`config.mk`:
```
export PLATFORM = sky130hd
export DESIGN_NAME = cam_access_ctrl
export DESIGN_NICKNAME = d
export VERILOG_FILES = /design/src/rtl/cam_access_ctrl.sv
export SDC_FILE = /design/constraint.sdc
export NUM_CORES = 1
export LEC_CHECK = 0
export CAP_MARGIN = 10
export CORE_AREA = 3 3 88 90
export CTS_CLUSTER_SIZE = 20
export DETAILED_ROUTE_END_ITERATION = 12
export DIE_AREA = 0 0 91 93
export PLACE_DENSITY = 0.84
export SYNTH_ARGS = -nofsm -noshare
export SYNTH_HDL_FRONTEND = slang
export SYNTH_SLANG_ARGS = --single-unit
export TNS_END_PERCENT = 30
```
`constraint.sdc`:
```
create_clock -name clk_i -period 2.95 [get_ports clk_i]
set_input_delay 0.59 -clock clk_i [delete_from_list [all_inputs] [get_ports clk_i]]
set_output_delay 0.59 -clock clk_i [all_outputs]
set_load 0.05 [all_outputs]
```
`src/rtl/cam_access_ctrl.sv`:
```
`default_nettype none
// ============================================================================
// Module      : cam_access_ctrl
// Description : Arbitrates lookup/insert/flush requests onto a 32x32 CAM,
//               qualifies hits against occupancy and allocates on insert miss.
// Revision    : 1.0 - initial release
// ============================================================================
module cam_access_ctrl #(
   parameter int ENTRIES = 32,
   parameter int IDX_W   = 5,
   parameter int DATA_W  = 32
) (
   input  logic              clk_i,
   input  logic              rst_i,
   input  logic              lk_valid_i,
   output logic              lk_ready_o,
   input  logic [DATA_W-1:0] lk_key_i,
   output logic              lk_rsp_valid_o,
   output logic              lk_rsp_hit_o,
   output logic [IDX_W-1:0]  lk_rsp_index_o,
   input  logic              ins_valid_i,
   output logic              ins_ready_o,
   input  logic [DATA_W-1:0] ins_key_i,
   output logic              ins_rsp_valid_o,
   output logic [IDX_W-1:0]  ins_rsp_index_o,
   output logic              ins_rsp_new_o,
   output logic              ins_rsp_full_o,
   input  logic              flush_i,
   output logic              flush_ready_o,
   output logic              cam_search_enable_o,
   output logic [DATA_W-1:0] cam_search_data_o,
   input  logic              cam_search_valid_i,
   input  logic [IDX_W-1:0]  cam_search_index_i,
   output logic              cam_write_enable_o,
   output logic [IDX_W-1:0]  cam_write_index_o,
   output logic [DATA_W-1:0] cam_write_data_o,
   output logic [IDX_W:0]    occupancy_o,
   output logic              full_o
);

   localparam logic [IDX_W:0] c_entries = (IDX_W+1)'(ENTRIES);
   localparam logic [IDX_W:0] c_one     = (IDX_W+1)'(1);

   typedef enum logic [1:0] {
      ST_IDLE  = 2'd0,
      ST_SRCH  = 2'd1,
      ST_EVAL  = 2'd2,
      ST_WRITE = 2'd3
   } state_t;

   state_t            r_state;
   logic [DATA_W-1:0] r_key;
   logic              r_op_ins;
   logic              r_last_ins;
   logic [IDX_W:0]    r_occ;
   logic              r_lk_rsp_valid;
   logic              r_lk_rsp_hit;
   logic [IDX_W-1:0]  r_lk_rsp_index;
   logic              r_ins_rsp_valid;
   logic [IDX_W-1:0]  r_ins_rsp_index;
   logic              r_ins_rsp_new;
   logic              r_ins_rsp_full;

   logic w_idle;
   logic w_gnt_lk;
   logic w_gnt_ins;
   logic w_hit;
   logic w_full;

   // Everything combinational is held low while reset is asserted.
   assign w_idle    = rst_i && (r_state == ST_IDLE);
   assign w_gnt_lk  = w_idle && !flush_i && lk_valid_i  && (!ins_valid_i || r_last_ins);
   assign w_gnt_ins = w_idle && !flush_i && ins_valid_i && (!lk_valid_i  || !r_last_ins);
   // Lowest-match CAM plus contiguous allocation makes index<occupancy sufficient.
   assign w_hit     = cam_search_valid_i && ({1'b0, cam_search_index_i} < r_occ);
   assign w_full    = (r_occ == c_entries);

   assign lk_ready_o          = w_gnt_lk;
   assign ins_ready_o         = w_gnt_ins;
   assign flush_ready_o       = w_idle;
   assign cam_search_enable_o = rst_i && (r_state == ST_SRCH);
   assign cam_search_data_o   = r_key;
   assign cam_write_enable_o  = rst_i && (r_state == ST_WRITE);
   assign cam_write_index_o   = r_occ[IDX_W-1:0];
   assign cam_write_data_o    = r_key;
   assign occupancy_o         = r_occ;
   assign full_o              = w_full;

   assign lk_rsp_valid_o  = r_lk_rsp_valid;
   assign lk_rsp_hit_o    = r_lk_rsp_hit;
   assign lk_rsp_index_o  = r_lk_rsp_index;
   assign ins_rsp_valid_o = r_ins_rsp_valid;
   assign ins_rsp_index_o = r_ins_rsp_index;
   assign ins_rsp_new_o   = r_ins_rsp_new;
   assign ins_rsp_full_o  = r_ins_rsp_full;

   always_ff @(posedge clk_i) begin
      if (!rst_i) begin
         r_state         <= ST_IDLE;
         r_key           <= '0;
         r_op_ins        <= 1'b0;
         r_last_ins      <= 1'b1;
         r_occ           <= '0;
         r_lk_rsp_valid  <= 1'b0;
         r_lk_rsp_hit    <= 1'b0;
         r_lk_rsp_index  <= '0;
         r_ins_rsp_valid <= 1'b0;
         r_ins_rsp_index <= '0;
         r_ins_rsp_new   <= 1'b0;
         r_ins_rsp_full  <= 1'b0;
      end else begin
         r_lk_rsp_valid  <= 1'b0;
         r_lk_rsp_hit    <= 1'b0;
         r_lk_rsp_index  <= '0;
         r_ins_rsp_valid <= 1'b0;
         r_ins_rsp_index <= '0;
         r_ins_rsp_new   <= 1'b0;
         r_ins_rsp_full  <= 1'b0;
         case (r_state)
            ST_IDLE: begin
               if (flush_i) begin
                  r_occ <= '0;
               end else if (w_gnt_lk || w_gnt_ins) begin
                  r_key      <= w_gnt_ins ? ins_key_i : lk_key_i;
                  r_op_ins   <= w_gnt_ins;
                  r_last_ins <= w_gnt_ins;
                  r_state    <= ST_SRCH;
               end
            end
            ST_SRCH: r_state <= ST_EVAL;
            ST_EVAL: begin
               r_state <= ST_IDLE;
               if (!r_op_ins) begin
                  r_lk_rsp_valid <= 1'b1;
                  r_lk_rsp_hit   <= w_hit;
                  r_lk_rsp_index <= w_hit ? cam_search_index_i : '0;
               end else if (w_hit) begin
                  r_ins_rsp_valid <= 1'b1;
                  r_ins_rsp_index <= cam_search_index_i;
               end else if (w_full) begin
                  r_ins_rsp_valid <= 1'b1;
                  r_ins_rsp_full  <= 1'b1;
               end else begin
                  r_state <= ST_WRITE;
               end
            end
            ST_WRITE: begin
               if (!w_full) begin
                  r_occ <= r_occ + c_one;
               end
               r_ins_rsp_valid <= 1'b1;
               r_ins_rsp_index <= r_occ[IDX_W-1:0];
               r_ins_rsp_new   <= 1'b1;
               r_state         <= ST_IDLE;
            end
            default: r_state <= ST_IDLE;
         endcase
      end
   end

endmodule
`default_nettype wire

```
### Yosys cells after proc, flatten, opt, wreduce, memory -nomap -nowiden

Index checks and enable logic that the tools add are counted.

* register bits: 57
* bits of input ports: 75
* logic and storage cells: 69

* $add $sub $neg: 1
* magnitude comparators: 1
* eq/ne operators: 8
* muxes and demuxes: 19
* bitwise operators: 4
* reductions and logical operators: 24

Operators by type and width (count)
* $mux W32: 1
* $mux W6: 2
* $pmux W6 S2: 1
* $mux W2: 5
* $mux W5: 2
* $pmux W5 S2: 1
* $logic_and A1 B1 Y1: 9
* $pmux W2 S4: 1
* $add A6 B1 Y6 const B: 1
* $eq A6 B6 Y1 const B: 1
* $lt A5 B6 Y1: 1
* $ne A2 B2 Y1 const B: 3
* $reduce_and A3 Y1: 2
* $mux W1: 5
* $eq A2 B2 Y1 const B: 2
* $logic_not A1 Y1: 4
* $not A1 Y1: 4
* $reduce_and A2 Y1: 2
* $reduce_or A4 Y1: 1
* $logic_or A1 B1 Y1: 3
* $reduce_or A3 Y1: 1
* $eq A2 B1 Y1 const B: 1
* $logic_not A2 Y1: 1
* $ne A2 B1 Y1 const B: 1
* 2 further kinds: 2

### Longest topological paths before layout

* depth after elaboration: 9
* gate-level depth with buffers: 7
* depth with buffers taken out: 6

### Least setup slack after synthesis

Ideal clock, no wire load.

* path type: input to output
* start: input port rst_i
* end: output port ins_ready_o
* arrival: 1.664 ns
* data required time: 2.360 ns
* setup slack: 0.696 ns
* stages: 6
* buffers on the path: 3
* cell sequence: buf_4 -> nor4b_4 -> nand3_1 -> buf_6 -> buf_6 -> inv_1

* longest elaborated chain between the ends: 4

RTL lines
* start: declaration: line 14 `input logic rst_i,`
* $logic_and A1 B1 Y1: line 71 `assign w_idle = rst_i && (r_state == ST_IDLE);`
* $logic_and A1 B1 Y1 (3 in a row): line 73 `assign w_gnt_ins = w_idle && !flush_i && ins_valid_i && (!lk_valid_i || !r_last_ins);`
* end: declaration: line 22 `output logic ins_ready_o,`

No other way between the ends.

### Worst setup path in the final report

* start: register r_occ[1], in the netlist occupancy_o[1]
* end: output port full_o

* longest elaborated chain between the ends: 1

RTL lines
* start: declaration: line 55 `logic [IDX_W:0] r_occ;`
* start signal: assignment: line 149 `r_occ <= r_occ + c_one;`
* $eq A6 B6 Y1: line 76 `assign w_full = (r_occ == c_entries);`
* end: declaration: line 38 `output logic full_o`

No other way between the ends.

==> impl_metrics.yaml <==
place:
  placed_cells: 519
  placed_cell_area_sq_um: 4315
  numPortBuffers: 170
  hpwl_microns: 5846
  gp_congestion: 0.7340
  dp_slack_ps: 478.8
floorplan:
  fp.dieW_microns: 91
  initial_core_util: 0.3911
  io_pins: 171
  rows: 31
  die_h_microns: 93
  coreArea_sq_um: 7137
  die-area_sq_um: 8463
synth:
  synthAdderAreaFrac: 0.02689
  synth_top_area_frac: 0.4088
  synth-simple-area-share: 0.09682
  synth.mux.area_fraction: 0.1219
  synth_compound_area_frac: 0.1779
  synth_top_family_by_area: "compound AO/OA/AOI/OAI gates"
  syn-num-nets: 382
  syn_inst: 301
  yosysSeqAreaShare: 0.4088
  synthTopCellsByArea: "dfxtp_1 41%, mux2i_1 12%, buf_4 11%"
  synth_flop_cell: "dfxtp_1"
  yosys.area.top_type: "dfxtp_1"
  async_flop_share: 0
  ys.warnings.count: 0
  ys_ff_latch: 57
  netlist_area_sq_um: 2791
  synth-edff-count: 0
  synth_xor_area_frac: 0.009413
  synth.avg_cell_area_sq_um: 9.274
  synthDistinctLibCells: 33
setup_path:
  end_kind: "primary output"
  cp.required_ps: 2360
  cp_max_fo: 8
  crit_path_start_kind: "register"
  crit_type: "reg2out"
  arrival_ps: 2180
clocking:
  cts_buffers: 9
  cts.sinks: 57
  cts_root_buf: "clkbuf_8"
  clk_pin_slew_ps: 60
  postCtsHoldBufs: 0
  ctsResizeCount: 0
  cts_setup_buffers: 0
  htree_levels: 3
  clk-insertion-delay-late_ps: 330
  cts_buffer_depth: 2
  cts_tree: "built"
finish:
  layout_commonest_cell: "clkdlybuf4s50_1"
  synthToLayoutAreaGrowth_pct: 60.38
  layout_common_cells: "165 x clkdlybuf4s50_1, 57 x dfxtp_1, 36 x a21oi_1"
  final_area_sq_um: 4477
  final_cells: 534
  fill_cells: 603
  final_net_count: 512
  antennaDiodeCount: 0
  drive_above_1_share: 0.06667
timing:
  setup_violations: 0
  maxSlewViolCount: 0
  hold_ws_ps: 506.6
  worst_pin_slew_ps: 562.6
  fmax_mhz: 360.5
  setup_slack_ps: 176.4
  rsz0062_at_grt: "no"
  fin_crit_sh: 0.9402
  min_period_ps: 2774
  hold_viol_final: 0
  setup-tns-final_ps: 0
  slew-limit-headroom: 0.6249
  fin_skew_ps: 7.823
global_route:
  antenna_found_initial: 0
  grt_usage: 0.1760
  first_global_vias: 2552
  grt_first_pass_wirelength_microns: 12030
  grt_overflow: 0
  grt_max_degree: 41
route:
  avgViaCountPerCell: 4.860
  vias: 2595
  drt_iter0_drc: 79
  dr.pass1.iters: 4
  ant_nets: 0
  wl_per_cell_microns: 14.49
  drc: 0
  wirelength_microns: 7738
pwr:
  leakagePower_nw: 1.887
  vdd_drop_max_v: 0.0002651
  p_per_area_nw_per_um2: 448.4
run:
  maxCapViolCount: 0
run_status:
  status: "finished, final reports clean"
min_path:
  hp-class: "reg2reg"
-- metal layers --
metal	vias to the layer above	part of all wire	wire length [microns]	global-route usage
li1	1275	-	-	-
met1	1185	0.40	3100	0.2023
met2	121	0.52	3989	0.3133
met3	14	0.067	519	0.04747
met4	0	0.017	128	0.06407
met5	-	0	0	0
-- through the flow --
step | util | power (mW)
after floorplan | - | 1.204
after global placement | 0.6047 | 1.402
after detailed placement | 0.6047 | 1.412
after CTS | 0.6273 | 2.023
after global routing | 0.6273 | 2.085
final | 0.6273 | 2.008
-- where the power goes --
part / leakage [nW] / switching, mW / internal, mW
Sequential: 0.464 / 0.0295 / 0.803
Combinational: 1.33 / 0.326 / 0.237
Clock: 0.0887 / 0.295 / 0.317
-- worst max-delay path: stages, from the launching register on --
cell	delay [ps]
dfxtp_1	400
inv_1	120
ha_1	140
and4_1	340
clkdlybuf4s50_1	850
-- worst paths after layout --
check,cells past startpoint,startpoint,slack (ps),to
worst min register to register,2,r_last_ins$_SDFFE_PN1P_,510,r_last_ins$_SDFFE_PN1P_
worst max register to register,5,r_state[1]$_SDFFE_PN0P_,1070,cam_search_data_o[29]$_SDFFE_PN0P_
worst min-delay path,2,r_last_ins$_SDFFE_PN1P_,510,r_last_ins$_SDFFE_PN1P_
worst max-delay path,4,occupancy_o[1]$_SDFFE_PN0P_,180,full_o
-- cells in the mapped netlist (all sizes together) (3+ instances only) --
cell      n
and3      4
o21ai    35
buf      51
a21oi    36
nand2    15
mux2i    34
a22o      5
nand2b    5
nor2      9
ha        6
and2      7
o2111ai   3
clkbuf    6
inv       7
dfxtp    57
nand3     3
-- cell type report --
cell class                 count  area (sq um)  share of cell area
sequential                    57          1141              0.2549
inverter                       7         26.28            0.005869
multi-input combinational    180          1215              0.2714
tap                           99         123.9             0.02767
timing repair buffer         176          1809              0.4041
clock inverter                 4         20.02            0.004472
clock buffer                  11         141.4             0.03158
-- registers in the layout (all words and copies together), names as in the netlist --
name	count
ins_rsp_full_o	1
lk_rsp_hit_o	1
r_state	2
ins_rsp_new_o	1
ins_rsp_valid_o	1
lk_rsp_index_o	5
r_op_ins	1
lk_rsp_valid_o	1
cam_search_data_o	32
ins_rsp_index_o	5
occupancy_o	6
r_last_ins	1
-- cells by family after synthesis --
group | count (synthesis)
and+or+nand+nor | 49
buffers and inverters | 64
xor gates and xnor gates | 3
muxes | 34
DFF | 57
adders and majority gates | 6
AOI/OAI and AO/OA | 88
(Power assumes the default switching activity.)
